[src/rtl/taylor_cos_seq.sv]
// Horner-scheme cos(x) sequencer driving one shared FP multiplier and adder.
// Ports: clk/rst_n, start/x in, busy/done/result out, lut_idx/lut_coef LUT,
//        mul_* and add_* start/done handshakes to the external FP units.
module taylor_cos_seq #(
    parameter int NUM_TERMS = 4
) (
    input  logic        clk,
    input  logic        rst_n,
    input  logic        start,
    input  logic [31:0] x,
    output logic        busy,
    output logic        done,
    output logic [31:0] result,
    output logic [1:0]  lut_idx,
    input  logic [31:0] lut_coef,
    output logic        mul_start,
    output logic [31:0] mul_a,
    output logic [31:0] mul_b,
    input  logic        mul_done,
    input  logic [31:0] mul_result,
    output logic        add_start,
    output logic [31:0] add_a,
    output logic [31:0] add_b,
    input  logic        add_done,
    input  logic [31:0] add_result
);

    localparam logic [1:0] LAST = 2'(NUM_TERMS - 1);

    typedef enum logic [3:0] {
        IDLE,
        SQ_REQ,
        SQ_WAIT,
        LOAD,
        MUL_REQ,
        MUL_WAIT,
        ADD_REQ,
        ADD_WAIT,
        DONE
    } state_t;

    state_t      state_q, state_d;
    logic [31:0] x_q, x_d;
    logic [31:0] y_q, y_d;
    logic [31:0] acc_q, acc_d;
    logic [31:0] res_q, res_d;
    logic [1:0]  idx_q, idx_d;
    logic [31:0] mul_a_q, mul_a_d;
    logic [31:0] mul_b_q, mul_b_d;
    logic [31:0] add_a_q, add_a_d;
    logic [31:0] add_b_q, add_b_d;
    logic        mul_start_q, mul_start_d;
    logic        add_start_q, add_start_d;
    logic        done_q, done_d;
    logic        busy_q, busy_d;

    // Outputs are registered: each request/pulse is set on the edge that
    // enters the state where it must be visible.
    always_comb begin
        state_d     = state_q;
        x_d         = x_q;
        y_d         = y_q;
        acc_d       = acc_q;
        res_d       = res_q;
        idx_d       = idx_q;
        mul_a_d     = mul_a_q;
        mul_b_d     = mul_b_q;
        add_a_d     = add_a_q;
        add_b_d     = add_b_q;
        mul_start_d = 1'b0;
        add_start_d = 1'b0;
        done_d      = 1'b0;
        unique case (state_q)
            IDLE: begin
                if (start) begin
                    x_d         = x;
                    idx_d       = LAST;
                    mul_a_d     = x;
                    mul_b_d     = x;
                    mul_start_d = 1'b1;
                    state_d     = SQ_REQ;
                end
            end
            SQ_REQ: state_d = SQ_WAIT;
            SQ_WAIT: begin
                if (mul_done) begin
                    y_d     = mul_result;
                    state_d = LOAD;
                end
            end
            LOAD: begin
                acc_d = lut_coef;
                if (idx_q == 2'd0) begin
                    res_d   = lut_coef;
                    done_d  = 1'b1;
                    state_d = DONE;
                end else begin
                    idx_d       = idx_q - 2'd1;
                    mul_a_d     = lut_coef;
                    mul_b_d     = y_q;
                    mul_start_d = 1'b1;
                    state_d     = MUL_REQ;
                end
            end
            MUL_REQ: state_d = MUL_WAIT;
            MUL_WAIT: begin
                // lut_idx already points at the coefficient to add
                if (mul_done) begin
                    acc_d       = mul_result;
                    add_a_d     = mul_result;
                    add_b_d     = lut_coef;
                    add_start_d = 1'b1;
                    state_d     = ADD_REQ;
                end
            end
            ADD_REQ: state_d = ADD_WAIT;
            ADD_WAIT: begin
                if (add_done) begin
                    acc_d = add_result;
                    if (idx_q == 2'd0) begin
                        res_d   = add_result;
                        done_d  = 1'b1;
                        state_d = DONE;
                    end else begin
                        idx_d       = idx_q - 2'd1;
                        mul_a_d     = add_result;
                        mul_b_d     = y_q;
                        mul_start_d = 1'b1;
                        state_d     = MUL_REQ;
                    end
                end
            end
            DONE: state_d = IDLE;
            default: state_d = IDLE;
        endcase
        busy_d = (state_d != IDLE);
    end

    always_ff @(posedge clk or negedge rst_n) begin
        if (!rst_n) begin
            state_q     <= IDLE;
            x_q         <= '0;
            y_q         <= '0;
            acc_q       <= '0;
            res_q       <= '0;
            idx_q       <= '0;
            mul_a_q     <= '0;
            mul_b_q     <= '0;
            add_a_q     <= '0;
            add_b_q     <= '0;
            mul_start_q <= 1'b0;
            add_start_q <= 1'b0;
            done_q      <= 1'b0;
            busy_q      <= 1'b0;
        end else begin
            state_q     <= state_d;
            x_q         <= x_d;
            y_q         <= y_d;
            acc_q       <= acc_d;
            res_q       <= res_d;
            idx_q       <= idx_d;
            mul_a_q     <= mul_a_d;
            mul_b_q     <= mul_b_d;
            add_a_q     <= add_a_d;
            add_b_q     <= add_b_d;
            mul_start_q <= mul_start_d;
            add_start_q <= add_start_d;
            done_q      <= done_d;
            busy_q      <= busy_d;
        end
    end

    assign busy      = busy_q;
    assign done      = done_q;
    assign result    = res_q;
    assign lut_idx   = idx_q;
    assign mul_start = mul_start_q;
    assign mul_a     = mul_a_q;
    assign mul_b     = mul_b_q;
    assign add_start = add_start_q;
    assign add_a     = add_a_q;
    assign add_b     = add_b_q;

endmodule

[config.mk]
export PLATFORM = sky130hd
export DESIGN_NAME = taylor_cos_seq
export DESIGN_NICKNAME = d
export VERILOG_FILES = /design/src/rtl/taylor_cos_seq.sv
export SDC_FILE = /design/constraint.sdc
export NUM_CORES = 1
export LEC_CHECK = 0
export ABC_CLOCK_PERIOD_IN_PS = 1900
export BUFFER_PORTS_ARGS = -buffer_cell sky130_fd_sc_hd__buf_2
export CAP_MARGIN = 20
export CORE_ASPECT_RATIO = 1.5
export CORE_MARGIN = 3
export CORE_UTILIZATION = 45
export DETAILED_ROUTE_END_ITERATION = 6
export GPL_TIMING_DRIVEN = 0
export PLACE_DENSITY = 0.76
export SYNTH_ARGS = -nofsm -noshare
export SYNTH_HDL_FRONTEND = slang
export SYNTH_SLANG_ARGS = --single-unit
[constraint.sdc]
create_clock -name clk -period 1.9 [get_ports clk]
set_clock_uncertainty 0.05 [all_clocks]
set_input_delay 0.285 -clock clk [delete_from_list [all_inputs] [get_ports clk]]
set_output_delay 0.285 -clock clk [all_outputs]
set_load 0.03 [all_outputs]
==> impl_metrics.tcl, run 1 <==
set metrics [dict create \
    period_share 1.13 \
    cts_sinks 202 \
    switchingPower_uw 12200 \
    holdCritStartpoint "lut_coef[17]" \
    clock_power_share 0.142 \
    htreeDepth 1 \
    final_common_cell "buf_2" \
    insertion_delay_ns 0.49 \
    yosysSeqAreaShare 0.571 \
    path_class "flop to flop" \
    end_kind "flop" \
    fin_cells 1351 \
    die_y_um 178 \
    power_density_nw_per_um2 2110 \
    rsz0062_at_grt "true" \
    wirelength_um 32100 \
    power.leakage_uw 0.00629 \
    ant_nets 0 \
    cp-start-kind "flop" \
    r2r_slack_ns -0.25 \
    hold_depth 2 \
    nets 1214 \
    syn_inst 664 \
    drt_iter0_drc 384 \
    rr_startpoint "state_q[1]" \
    finalSetupViolations 111 \
    die_area_sq_um 21400 \
    cts-root-buf "clkbuf_16" \
    first_global_vias 7846 \
    ios 299 \
    final_core_util 0.695 \
    ys_ff_latch 202 \
    numPortBuffers 298 \
    crit_fanout 7 \
    period_needed_ns 2.15 \
    ys_types 38 \
    grt_max_degree 73 \
    synth_fp_nets 799 \
    grt_pass1_wl_um 43900 \
    fin_area_sq_um 13400 \
    synth_area_sq_um 8860 \
    dpl.hpwl_um 20200 \
    reg2regPathDepth 7 \
    numCtsBuffers 20 \
    max_slew_margin 0.628 \
    fin_hold_ws_ns 0.0165 \
    p_comb_frac 0.583 \
    first_pass_iters 4 \
    outcome "complete, but fails checks" \
    clk_pin_slew_ns 0.07 \
    swShare 0.430 \
    core_region_area_sq_um 19200 \
    required_ns 2.23 \
    antenna_found_initial 2 \
    drc 0 \
    worst_slew_pin_slew_ns 0.559 \
    grt_use_total 0.265 \
    fmax_ghz 0.465 \
    worstReg2RegEnd "mul_a[31]" \
    clockBufferDepth 3 \
    whs_endpoint "add_b[17]" \
    ys_warn_count 0 \
    die_x_um 121 \
    via_per_inst 5.64 \
    seqPwrFrac 0.276 \
    drive_gt1_frac 0.584 \
    layout_common_cells "buf_2, dfrtp_1, mux2_2" \
    ir_drop_uv 1040 \
    internal_power_uw 16100 \
    dp.cells 1220 \
    fill_cells 1350 \
    dpl-instance-area_sq_um 10800 \
    num_vias 7617 \
    area_delta_synth_final_pct 51.0 \
    min_path_type "primary input to flop" \
    routabilityCongestion 0.849 \
    hold_viol 0 \
    violations "setup timing" \
    slew_violations 0 \
    arrival_ns 2.48 \
    tritoncts "done" \
    overflow 0 \
    maxCapViolations 0 \
    avgSynthCellArea_sq_um 13.3 \
    start_util 0.460 \
    wl_per_cell_um 23.8 \
    rows 62 \
    fin_ws_ns -0.252 \
]
==> through the flow <==
step | setup TNS, ns | total power [uW] | setup slack (ns)
detailed placement | -86.32 | 20600 | -0.824
CTS | -7.00 | 26600 | -0.166
floorplan | -0.259 | 16700 | -0.0101
global placement | -675.49 | 20200 | -3.31
global route | -23.31 | 29500 | -0.302
finish | -14.59 | 28300 | -0.252
==> layer usage <==
metal | vias up | GRT usage | routed length [um]
met2 | 385 | 0.480 | 16900
met4 | 0 | 0.129 | 1820
met3 | 115 | 0.0478 | 2140
met5 | - | 0 | 0
li1 | 3329 | - | -
met1 | 3788 | 0.297 | 11300
==> critical path, cell delays in order, from the launching register on <==
cell     delay, ns
dfrtp_1       0.38
buf_6         0.13
or4b_4        0.53
o21a_4        0.17
nor3_4        0.25
buf_12        0.16
buf_6         0.09
mux2_4        0.28
==> flip-flops by register name, summed over array words and instances (netlist names) <==
register / cells
mul_a: 32
busy: 1
add_b: 32
add_a: 32
y_q: 32
mul_b: 32
add_start: 1
state_q: 4
mul_start: 1
lut_idx: 2
result: 32
done: 1
==> cell usage after synthesis <==
cell	count	area share
nor3_4	1	0.0018
o21a_4	1	0.0017
nor4_1	2	0.0014
nor2_1	7	0.0030
inv_1	6	0.0025
a21oi_1	7	0.0040
mux2_2	128	0.16
o21a_1	1	0.00085
nor3b_1	1	0.00085
dfrtp_1	202	0.57
buf_6	4	0.0051
or4b_4	1	0.0016
a2111oi_0	1	0.00099
a221o_1	1	0.0011
nand3_1	2	0.0011
o32ai_1	1	0.00099
or3_1	1	0.00071
ha_1	2	0.0028
o22ai_1	64	0.045
and3b_2	1	0.0011
a211oi_4	1	0.0023
o2bb2ai_1	1	0.00099
nand3b_1	1	0.00085
buf_4	1	0.00085
a31oi_1	1	0.00071
and2_0	1	0.00071
nor2b_1	1	0.00071
o221ai_1	1	0.00099
clkbuf_1	28	0.012
buf_1	3	0.0013
o21ai_0	32	0.018
a2bb2oi_1	35	0.035
nor2_2	1	0.00071
buf_2	19	0.011
nand2b_1	1	0.00071
a2bb2oi_2	29	0.049
mux2i_1	33	0.037
nand2_1	41	0.017
==> repair_timing <==
action / 4_1_cts / 5_1_grt
endpoints found under the setup margin: 195 / 193
hold buffers: 43 / 0
resized for setup: 130 / 98
buffers inserted: 19 / 20
hold endpoints to repair: 127 / 0
cloned: 4 / 11
pin swaps: 4 / 8
==> area by class of cell <==
type | instances | area [sq um] | area share
Clock buffer | 29 | 606 | 0.0453
Clock inverter | 5 | 50.0 | 0.00374
Sequential cell | 202 | 5060 | 0.378
Timing Repair Buffer | 394 | 2720 | 0.203
Buffer | 54 | 599 | 0.0448
Multi-Input combinational cell | 401 | 3990 | 0.298
Tap cell | 256 | 320 | 0.0239
Inverter | 6 | 22.5 | 0.00168
Antenna cell | 4 | 10.0 | 0.000748
==> power by group through the flow <==
stage / clock network (uW) / logic [uW] / registers (uW)
finish: 4000 / 16500 / 7790
global route: 4250 / 17200 / 7990
CTS: 4070 / 14900 / 7650
detailed placement: 0 / 12900 / 7650
global placement: 0 / 12700 / 7550
floorplan: 0 / 5640 / 11000
==> logic make-up after synthesis <==
group	after synthesis	share of synthesized area
multiplexers	161	0.200
adder cells (fa/ha/maj)	2	0.00282
AND/OR/NAND/NOR	62	0.0326
buffers and inverters	61	0.0323
AO/OA/AOI/OAI	176	0.162
flip-flops	202	0.571
==> worst max path at each step <==
stage                           from    endpoint  cells past startpoint
final                     state_q[1]   mul_a[31]                      7
after global routing      state_q[1]   mul_a[31]                      7
after global placement         rst_n  lut_idx[0]                      1
after floorplan           state_q[0]   mul_b[10]                      6
after CTS                 state_q[0]    mul_b[5]                      7
after detailed placement  state_q[2]   add_b[29]                      6
Power figures use the tool's default switching activity.
==> inputs of run 2 (changes only) <==
PLACE_DENSITY = 0.77   (was 0.76)
==> run 2 against run 1 <==
The run still ends with setup timing left. Critical endpoint is now lut_idx[0]. Non-clock buffer count decreased by 11. Sequential power about the same. Critical path depth decreased by 2.
==> impl_metrics.tcl, run 2 (synthesized netlist as in run 1, its figures left out) <==
set metrics [dict create \
    die_area_sq_um 21400 \
    insertion_delay_ns 0.49 \
    crit_fanout 4 \
    dpl.hpwl_um 20000 \
    drive_gt1_frac 0.614 \
    die_x_um 121 \
    ir_drop_uv 1150 \
    first_global_vias 7852 \
    via_per_inst 5.63 \
    numPortBuffers 298 \
    ios 299 \
    clk_pin_slew_ns 0.07 \
    finalSetupViolations 134 \
    numCtsBuffers 20 \
    fin_cells 1340 \
    seq_area_sq_um 5060 \
    maxCapViolations 0 \
    multi_input_area_sq_um 4020 \
    htreeDepth 1 \
    period_needed_ns 2.12 \
    slew_violations 0 \
    drc 0 \
    outcome "complete, but fails checks" \
    nets 1203 \
    wl_per_cell_um 22.7 \
    ant_nets 0 \
    area_delta_synth_final_pct 49.9 \
    violations "setup timing" \
    layout_common_cells "buf_2, dfrtp_1, mux2_2" \
    first_pass_iters 6 \
    setup_tns_ns -9.80 \
    arrival_ns 2.45 \
    min_path_type "primary input to flop" \
    path_class "flop to flop" \
    required_ns 2.24 \
    wirelength_um 30400 \
    num_vias 7550 \
    die_y_um 178 \
    fill_cells 1367 \
    power.leakage_uw 0.00621 \
    dp.cells 1219 \
    grt_pass1_wl_um 44100 \
    overflow 0 \
    period_share 1.11 \
    cp-start-kind "flop" \
    hold_viol 0 \
    tritoncts "done" \
    cts_sinks 202 \
    grt_use_total 0.265 \
    cts-root-buf "clkbuf_16" \
    fin_hold_ws_ns 0.0137 \
    routabilityCongestion 0.873 \
    fmax_ghz 0.472 \
    antenna_found_initial 3 \
    power_density_nw_per_um2 2110 \
    core_region_area_sq_um 19200 \
    rows 62 \
    fin_ws_ns -0.218 \
    max_slew_margin 0.503 \
    final_common_cell "buf_2" \
    drt_iter0_drc 430 \
    grt_max_degree 109 \
    rsz0062_at_grt "true" \
    worst_slew_pin_slew_ns 0.745 \
    clockBufferDepth 3 \
    start_util 0.460 \
    end_kind "flop" \
]
-- run 2: changes by cell type in the layout (fill, tap and decap cells not counted), moves of 5 or more --
cell           before  now
o21ai_0            30    7
buf_12             20   15
o21ai_1             2   15
mux2_2             74   93
mux2_4             54   35
clkbuf_8            9    3
o21ai_2             0   10
clkbuf_4            7    2
buf_8               5   11
dlygate4sd3_1      43   32
buf_6              15   22
nand2_2             1   12
nand2_1            39   25
-- run 2: worst max-delay path: stages (launching register included) --
cell,delay [ns]
dfrtp_1,0.38
buf_6,0.13
or4b_4,0.53
a2111oi_1,0.66
nand2_1,0.13
o21a_1,0.13
-- run 2: final cells by class --
cell class              instances  area share
inverters                       6     0.00170
plain buffers                  53      0.0434
clock buffers                  28      0.0438
well taps                     256      0.0241
flip-flops and latches        202       0.381
clock inverters                 7     0.00669
repair buffers                384       0.196
multi-input cells             401       0.303
diodes                          3    0.000565
-- run 2: repair_timing --
| action | in CTS | in global routing |
|---|---|---|
| endpoints found under the setup margin | 195 | 191 |
| cloned | 9 | 7 |
| gates resized for setup | 123 | 157 |
| hold buffers | 30 | 2 |
| buffers inserted | 23 | 20 |
| hold endpoints to repair | 141 | 2 |
| pin swaps | 5 | 11 |
-- run 2: power by group --
group          switching (uW)  internal (uW)  total [uW]
registers                1320           6470        7790
clock network            1700           2410        4120
logic                    9060           7030       16100
total                   12100          15900       28000
-- run 2: layer usage --
| metal | share of wire | wire length (um) | GRT usage | vias to the layer above |
|---|---|---|---|---|
| li1 | - | - | - | 3300 |
| met1 | 0.37 | 11200 | 0.308 | 3821 |
| met2 | 0.53 | 16100 | 0.476 | 344 |
| met3 | 0.059 | 1800 | 0.0415 | 85 |
| met4 | 0.044 | 1340 | 0.124 | 0 |
| met5 | 0 | 0 | 0 | - |
-- run 2: final timing paths --
path	startpoint	endpoint	slack, ns	depth (start not counted)
max in group asynchronous	rst_n	add_a[5]	0.45	3
hold reg to reg	result[17]	result[17]	0.43	2
hold / removal	mul_result[31]	add_a[31]	0.01	2
min in group asynchronous	rst_n	add_start	0.35	2
setup reg to reg	state_q[0]	lut_idx[0]	-0.22	5
setup / recovery	state_q[0]	lut_idx[0]	-0.22	5
-- run 2: through the flow --
step                 util  power (uW)  area, sq um  setup slack, ns
floorplan               -       16700         8880          -0.0101
global placement    0.556       20200        10700            -3.27
detailed placement  0.557       20600        10700           -0.772
CTS                 0.657       26700        12600           -0.132
global route        0.690       29200        13300           -0.267
finish              0.690       28000        13300           -0.218
